===== src/rtl/param_counter_if.sv =====
// Handshake-free control/status bundle for param_counter.
// The master drives controls; the slave drives the count outputs.
interface param_counter_if #(
    parameter int unsigned WIDTH = 4
);
    logic             en;
    logic             up_dn;
    logic             sat;
    logic             load;
    logic [WIDTH-1:0] load_val;
    logic [WIDTH-1:0] counter;
    logic             tc;
    logic             wrap;

    modport master (
        output en, up_dn, sat, load, load_val,
        input  counter, tc, wrap
    );

    modport slave (
        input  en, up_dn, sat, load, load_val,
        output counter, tc, wrap
    );
endinterface


===== src/rtl/param_counter.sv =====
// Up/down counter with prescaler, saturate/wrap modes and clamped load.
// Terminal count is combinational; wrap is a registered one-cycle pulse.
module param_counter #(
    parameter int unsigned WIDTH    = 4,
    parameter int unsigned MAX_VAL  = 15,
    parameter int unsigned PRESCALE = 1
) (
    input  logic           clk,
    input  logic           reset,
    param_counter_if.slave bus
);

    localparam int unsigned PW = (PRESCALE > 1) ? $clog2(PRESCALE) : 1;
    localparam logic [WIDTH-1:0] LP_MAX  = WIDTH'(MAX_VAL);
    localparam logic [WIDTH-1:0] LP_ZERO = '0;
    localparam logic [WIDTH-1:0] LP_ONE  = WIDTH'(1);
    localparam logic [PW-1:0]    LP_LAST = PW'(PRESCALE - 1);
    localparam logic [PW-1:0]    LP_PONE = PW'(1);

    logic [WIDTH-1:0] r_cnt;
    logic [WIDTH-1:0] w_cnt_nxt;
    logic [PW-1:0]    r_pre;
    logic [PW-1:0]    w_pre_nxt;
    logic             r_wrap;
    logic             w_wrap_nxt;
    logic             w_step;
    logic             w_top;
    logic             w_bot;
    logic [WIDTH-1:0] w_load_clamped;

    assign w_top  = (r_cnt == LP_MAX);
    assign w_bot  = (r_cnt == LP_ZERO);
    assign w_step = bus.en && !bus.load && (r_pre == LP_LAST);

    // Out-of-range loads are clamped so the count never exceeds MAX_VAL
    assign w_load_clamped = (bus.load_val > LP_MAX) ? LP_MAX : bus.load_val;

    always_comb begin
        w_pre_nxt = r_pre;
        if (bus.load) begin
            w_pre_nxt = '0;
        end else if (bus.en) begin
            w_pre_nxt = w_step ? '0 : (r_pre + LP_PONE);
        end
    end

    always_comb begin
        w_cnt_nxt  = r_cnt;
        w_wrap_nxt = 1'b0;
        if (bus.load) begin
            w_cnt_nxt = w_load_clamped;
        end else if (w_step) begin
            if (bus.up_dn) begin
                if (!w_top) begin
                    w_cnt_nxt = r_cnt + LP_ONE;
                end else if (!bus.sat) begin
                    w_cnt_nxt  = LP_ZERO;
                    w_wrap_nxt = 1'b1;
                end
            end else begin
                if (!w_bot) begin
                    w_cnt_nxt = r_cnt - LP_ONE;
                end else if (!bus.sat) begin
                    w_cnt_nxt  = LP_MAX;
                    w_wrap_nxt = 1'b1;
                end
            end
        end
    end

    always_ff @(posedge clk) begin
        if (!reset) begin
            r_cnt  <= '0;
            r_pre  <= '0;
            r_wrap <= 1'b0;
        end else begin
            r_cnt  <= w_cnt_nxt;
            r_pre  <= w_pre_nxt;
            r_wrap <= w_wrap_nxt;
        end
    end

    assign bus.counter = r_cnt;
    assign bus.wrap    = r_wrap;
    assign bus.tc      = bus.up_dn ? w_top : w_bot;

endmodule


===== src/flat_wrapper.sv =====
// flat-port wrapper written by rule: the top's interface ports become plain ports
module param_counter_flat 
#(
    parameter int unsigned WIDTH    = 4,
    parameter int unsigned MAX_VAL  = 15,
    parameter int unsigned PRESCALE = 1
)
  (clk, reset, bus_en, bus_up_dn, bus_sat, bus_load, bus_load_val, bus_counter, bus_tc, bus_wrap);
  param_counter_if #(.WIDTH(WIDTH)) bus_i ();
  input  logic clk;
  input  logic reset;
  input wire logic [$bits(bus_i.en)-1:0] bus_en;
  input wire logic [$bits(bus_i.up_dn)-1:0] bus_up_dn;
  input wire logic [$bits(bus_i.sat)-1:0] bus_sat;
  input wire logic [$bits(bus_i.load)-1:0] bus_load;
  input wire logic [$bits(bus_i.load_val)-1:0] bus_load_val;
  output wire logic [$bits(bus_i.counter)-1:0] bus_counter;
  output wire logic [$bits(bus_i.tc)-1:0] bus_tc;
  output wire logic [$bits(bus_i.wrap)-1:0] bus_wrap;
  assign bus_i.en = bus_en;
  assign bus_i.up_dn = bus_up_dn;
  assign bus_i.sat = bus_sat;
  assign bus_i.load = bus_load;
  assign bus_i.load_val = bus_load_val;
  assign bus_counter = bus_i.counter;
  assign bus_tc = bus_i.tc;
  assign bus_wrap = bus_i.wrap;
  param_counter #(.WIDTH(WIDTH), .MAX_VAL(MAX_VAL), .PRESCALE(PRESCALE)) u_core (.clk(clk), .reset(reset), .bus(bus_i));
endmodule

===== config.mk =====
export PLATFORM = sky130hd
export DESIGN_NAME = param_counter_flat
export DESIGN_NICKNAME = d
export VERILOG_FILES = /design/src/rtl/param_counter_if.sv /design/src/rtl/param_counter.sv /design/src/flat_wrapper.sv
export SDC_FILE = /design/constraint.sdc
export NUM_CORES = 1
export LEC_CHECK = 0
export BUFFER_PORTS_ARGS = -buffer_cell sky130_fd_sc_hd__buf_2
export CAP_MARGIN = 20
export CORE_AREA = 2 2 39 41
export CTS_CLUSTER_SIZE = 20
export DETAILED_ROUTE_END_ITERATION = 8
export DIE_AREA = 0 0 41 43
export GPL_TIMING_DRIVEN = 0
export PLACE_DENSITY = 0.61
export SKIP_CTS_REPAIR_TIMING = 1
export SLEW_MARGIN = 20
export SYNTH_ARGS = -nofsm -noshare
export SYNTH_HDL_FRONTEND = slang
export SYNTH_SLANG_ARGS = --single-unit

===== constraint.sdc =====
create_clock -name clk -period 2.3 [get_ports clk]
set_input_delay 0.345 -clock clk [delete_from_list [all_inputs] [get_ports clk]]
set_output_delay 0.345 -clock clk [all_outputs]
set_load 0.005 [all_outputs]

[After elaboration in Yosys (flattened, before gate mapping)]
Cells that the tools add are included.
Storage, ports and cells
  flip-flop bits (word level): 6
  bits in latches: 0
  memory bits (writable): 0
  ROM bits: 0
  bits of input ports: 10
  output and inout bits: 6
  memories kept: 0
Operators by class
  $add $sub $neg: 3
  multiply operators: 0
  divide/modulo/power cells: 0
  order comparisons: 1
  equality and inequality tests: 3
  shift operators: 0
  muxes and demuxes: 14
  bitwise gates (word level): 3
  reductions and logical operators: 8
Operator list (number)
  4-bit 2-to-1 mux: 8
  4-bit inequality test, second input constant: 2
  1-bit 2-to-1 mux: 6
  4-bit by 1-bit adder with 4-bit output, second input constant: 1
  4-bit equality test, second input constant: 1
  4-bit > comparator, second input constant: 1
  4-bit zero test: 1
  4-bit by 1-bit subtractor with 4-bit output, second input constant: 1
  1-bit NOT: 3
  3-bit AND reduction: 1
  3-bit OR reduction: 1
  1-bit logical AND: 2
  2-bit nonzero test: 1
  2-bit OR reduction: 1
  1-bit adder, second input constant: 1
  1-bit zero test: 1

[Logic depth before layout (Yosys ltp)]
  word-level depth: 5
  mapped depth: 6
  gate-level depth less buffers: 6

[Least setup slack after synthesis]
Ideal clock, no wire load.
  path kind: register to register
  from: register u_core.r_cnt[0], in the netlist u_core.bus.counter[0]
  to: register u_core.r_cnt[2], in the netlist u_core.bus.counter[2]
  setup time: 74 ps
  data arrival time: 1693 ps
  required time: 2226 ps
  path slack: 532 ps
  stages on the path, launching flop included: 7
  path buffers: 0
  period minus slack after synthesis: 1768 ps
  cell sequence: dfxtp_1 inv_1 ha_1 nor4b_2 o21a_4 or4_1 a31oi_1
On the way
  word-level cells in the longest chain between the ends: 5
  elaborated cells between the ends (all ways): 12
  those cells by class: 2 x add/sub; 3 x eq/ne; 5 x mux; 2 x reduce/logical
RTL lines
  start: declaration: line param_counter.sv:20  | logic [WIDTH-1:0] r_cnt;
  start signal: assignment: line param_counter.sv:77  | r_cnt <= w_cnt_nxt;
  4-bit by 1-bit subtractor with 4-bit output (tied with other cells): line param_counter.sv:62  | w_cnt_nxt = r_cnt - LP_ONE;
  4-bit 2-to-1 mux, on equally long branches: line param_counter.sv:61, param_counter.sv:54
  4-bit 2-to-1 mux: line param_counter.sv:53  | if (bus.up_dn) begin
  4-bit 2-to-1 mux: line param_counter.sv:52  | end else if (w_step) begin
  4-bit 2-to-1 mux: line param_counter.sv:50  | if (bus.load) begin
Several ways; a longest one is shown, not always the timed one. The select of a mux whose other input is x is not followed.
A chain may end at the register's enable or synchronous reset.

[Worst setup path in the final report]
  from: register u_core.r_cnt[0], in the netlist u_core.bus.counter[0]
  to: output port bus_tc
On the way
  word-level cells in the longest chain between the ends: 2
  elaborated cells between the ends (all ways): 3
  those cells by class: 1 x eq/ne; 1 x mux; 1 x reduce/logical
RTL lines
  4-bit equality test or 4-bit zero test (tied branches): line param_counter.sv:31, param_counter.sv:32
  1-bit 2-to-1 mux *: line param_counter.sv:85  | assign bus.tc = bus.up_dn ? w_top : w_bot;
  end: declaration: line flat_wrapper.sv:18  | output wire logic [$bits(bus_i.tc)-1:0] bus_tc;
Every way passes the cells marked *; elsewhere a longest branch is shown, timed or not.

==> run metrics <==
CP Launch Type flip-flop; num ports 16; placer's final routability congestion estimate 0.7186; Overflow after GRT 0; max-slew violations 0; Antenna Violating Nets Remaining 0; outcome completed; post-DP HPWL 738.9 um; post-synthesis cell area 459.2 um^2; Initial Util 33.18%; critical path class reg2out; Avg Cell Area, Syn 8.664 um^2; Vias/cell 5.356; Filler Cell Count 147; leakage 0.2556 nW; post-layout min period 1924 ps; vias in the first global route 421; main flop type after synthesis dfxtp_1; Fmax achieved 0.5196 GHz; EDFF count, synth 0; Worst Path Required 1960 ps; total iterations of the first detailed-routing run 4; ANT cells 0; WL/cell 10.98 um; area share of the largest cell type after synthesis 26.16%; relative slew slack 78.14%; TritonCTS clock tree yes; total CTS buffers 3; first-pass GRT wire length 1704 um; clk_lat worst skew 240 ps; share of cells above drive strength 1 33.80%; Area contributors post-synth dfxtp_1, ha_1, or3_1; worst hold-check path type in2reg; initial drt markers 8; die height 43 um; FP Rows 14; Min Hold Slack 278.9 ps; Final Setup Violations 0; worst-path fanout max 9; Final period util 83.67%; Clk pin slew, worst setup/hold paths 40 ps; initial antenna violation count 0; Yosys top cell by area dfxtp_1; DR vias 466; Sum Neg Setup Slack 0 ps; register bit total from synthesis 6; Tot GR Track Use 14.07%; Synth cell types 32; IO Port Bufs 15; final net count 85; pin count of the biggest net entering global routing 11; Final Hold Vio Count 0; Post-Syn Nets 65; Critical Path Sink Type output pin; core area 1384 um^2; Arr. time, crit path 1580 ps; die outline width 41 um; WL final 955 um; Max clock buf depth 2; Gate Count Post-Synth 53; clk_skew 1.421 ps; Core Util, Final 41.68%; Seq/Total Area, Yosys 26.16%; DIE AREA 1763 um^2; area delta synth->final 25.61%; FFs w/ async S/R, synth 0%; Slew @ Worst Pin 327.9 ps; pwr dens 515.9 nW/um^2; clk sinks 6; RSZ-0062 raised after global routing no; Synthesis Warnings 0; worst vdd ir 182.8 uV; most frequent cell after synthesis dfxtp_1; Post-synth top cells dfxtp_1, or3_1; Max-Cap Viols 0; Post-route DRC 0; htree depth 1; Root Buffer clkbuf_4
## power by group
part,switching (mW),internal (mW)
logic,0.0370,0.0432
clock network,0.0371,0.0590
registers,0.0105,0.111
total,0.0846,0.213
## registers in the layout, indices dropped and copies added (netlist names)
name / count
u_core.bus.counter: 4
u_core.bus.wrap: 1
u_core.r_pre: 1
## critical path, stage by stage, from the launching register on
cell and delay [ps]:
dfxtp_1 480, inv_1 80, ha_1 230, nor4b_2 180, or2_1 240, buf_2 130
## through the flow
stage | std cells | power, mW | worst slack, ps | cell area (um^2)
3_5_place_dp | 84 | 0.2037 | 405.7 | 554.3
6_report | 87 | 0.2976 | 375.6 | 576.8
5_1_grt | 87 | 0.3209 | 236.6 | 576.8
2_1_floorplan | 53 | 0.1762 | 532.4 | 459.2
3_3_place_gp | 84 | 0.2032 | 408.1 | 554.3
4_1_cts | 87 | 0.3002 | 367.2 | 576.8
## logic make-up after synthesis
family                   count (synthesis)  share of synthesized area, %
XOR/XNOR                                 1                         1.908
buffers and inverters                    6                         7.356
flip-flops                               6                         26.16
multiplexers                             1                         2.180
adder cells (fa/ha/maj)                  2                         5.449
AO/OA/AOI/OAI                           14                         23.16
AND/OR/NAND/NOR                         23                         33.79
## cell usage in the layout (no fill, tap or decap), types with 2 or more instances in the layout
cell      count
or3_1         4
inv_1         3
buf_2        15
a31oi_1       2
nand2_1       2
o31ai_1       2
nand2b_1      3
ha_1          2
dfxtp_1       6
o21ai_0       3
nand3_1       3
clkbuf_4      3
nor3b_1       2
## worst paths after layout
path	startpoint	cells past startpoint	end	slack, ps
max	u_core.bus.counter[0]	5	bus_tc	380
min	bus_en	2	u_core.r_pre	280
max reg2reg	u_core.bus.counter[0]	6	u_core.bus.counter[2]	380
min reg2reg	u_core.r_pre	1	u_core.r_pre	460
## final cells by class
type	count	area [um^2]	area share (%)
timing repair buffer	15	75.07	13.02
inverter	3	11.26	1.952
tap	16	20.02	3.471
sequential	6	120.1	20.82
buffer	3	22.52	3.905
clock buffer	3	22.52	3.905
multi-input combinational	41	305.3	52.93
## per-layer routing
layer  vias up  GRT usage [%]  share of wire (%)
met5         -              0                  0
met4         0          8.000                1.2
met3         2          4.188                7.2
met2        16          20.00                 45
met1       208          18.06                 47
li1        240              -                  -
Power figures use the tool's default switching activity.
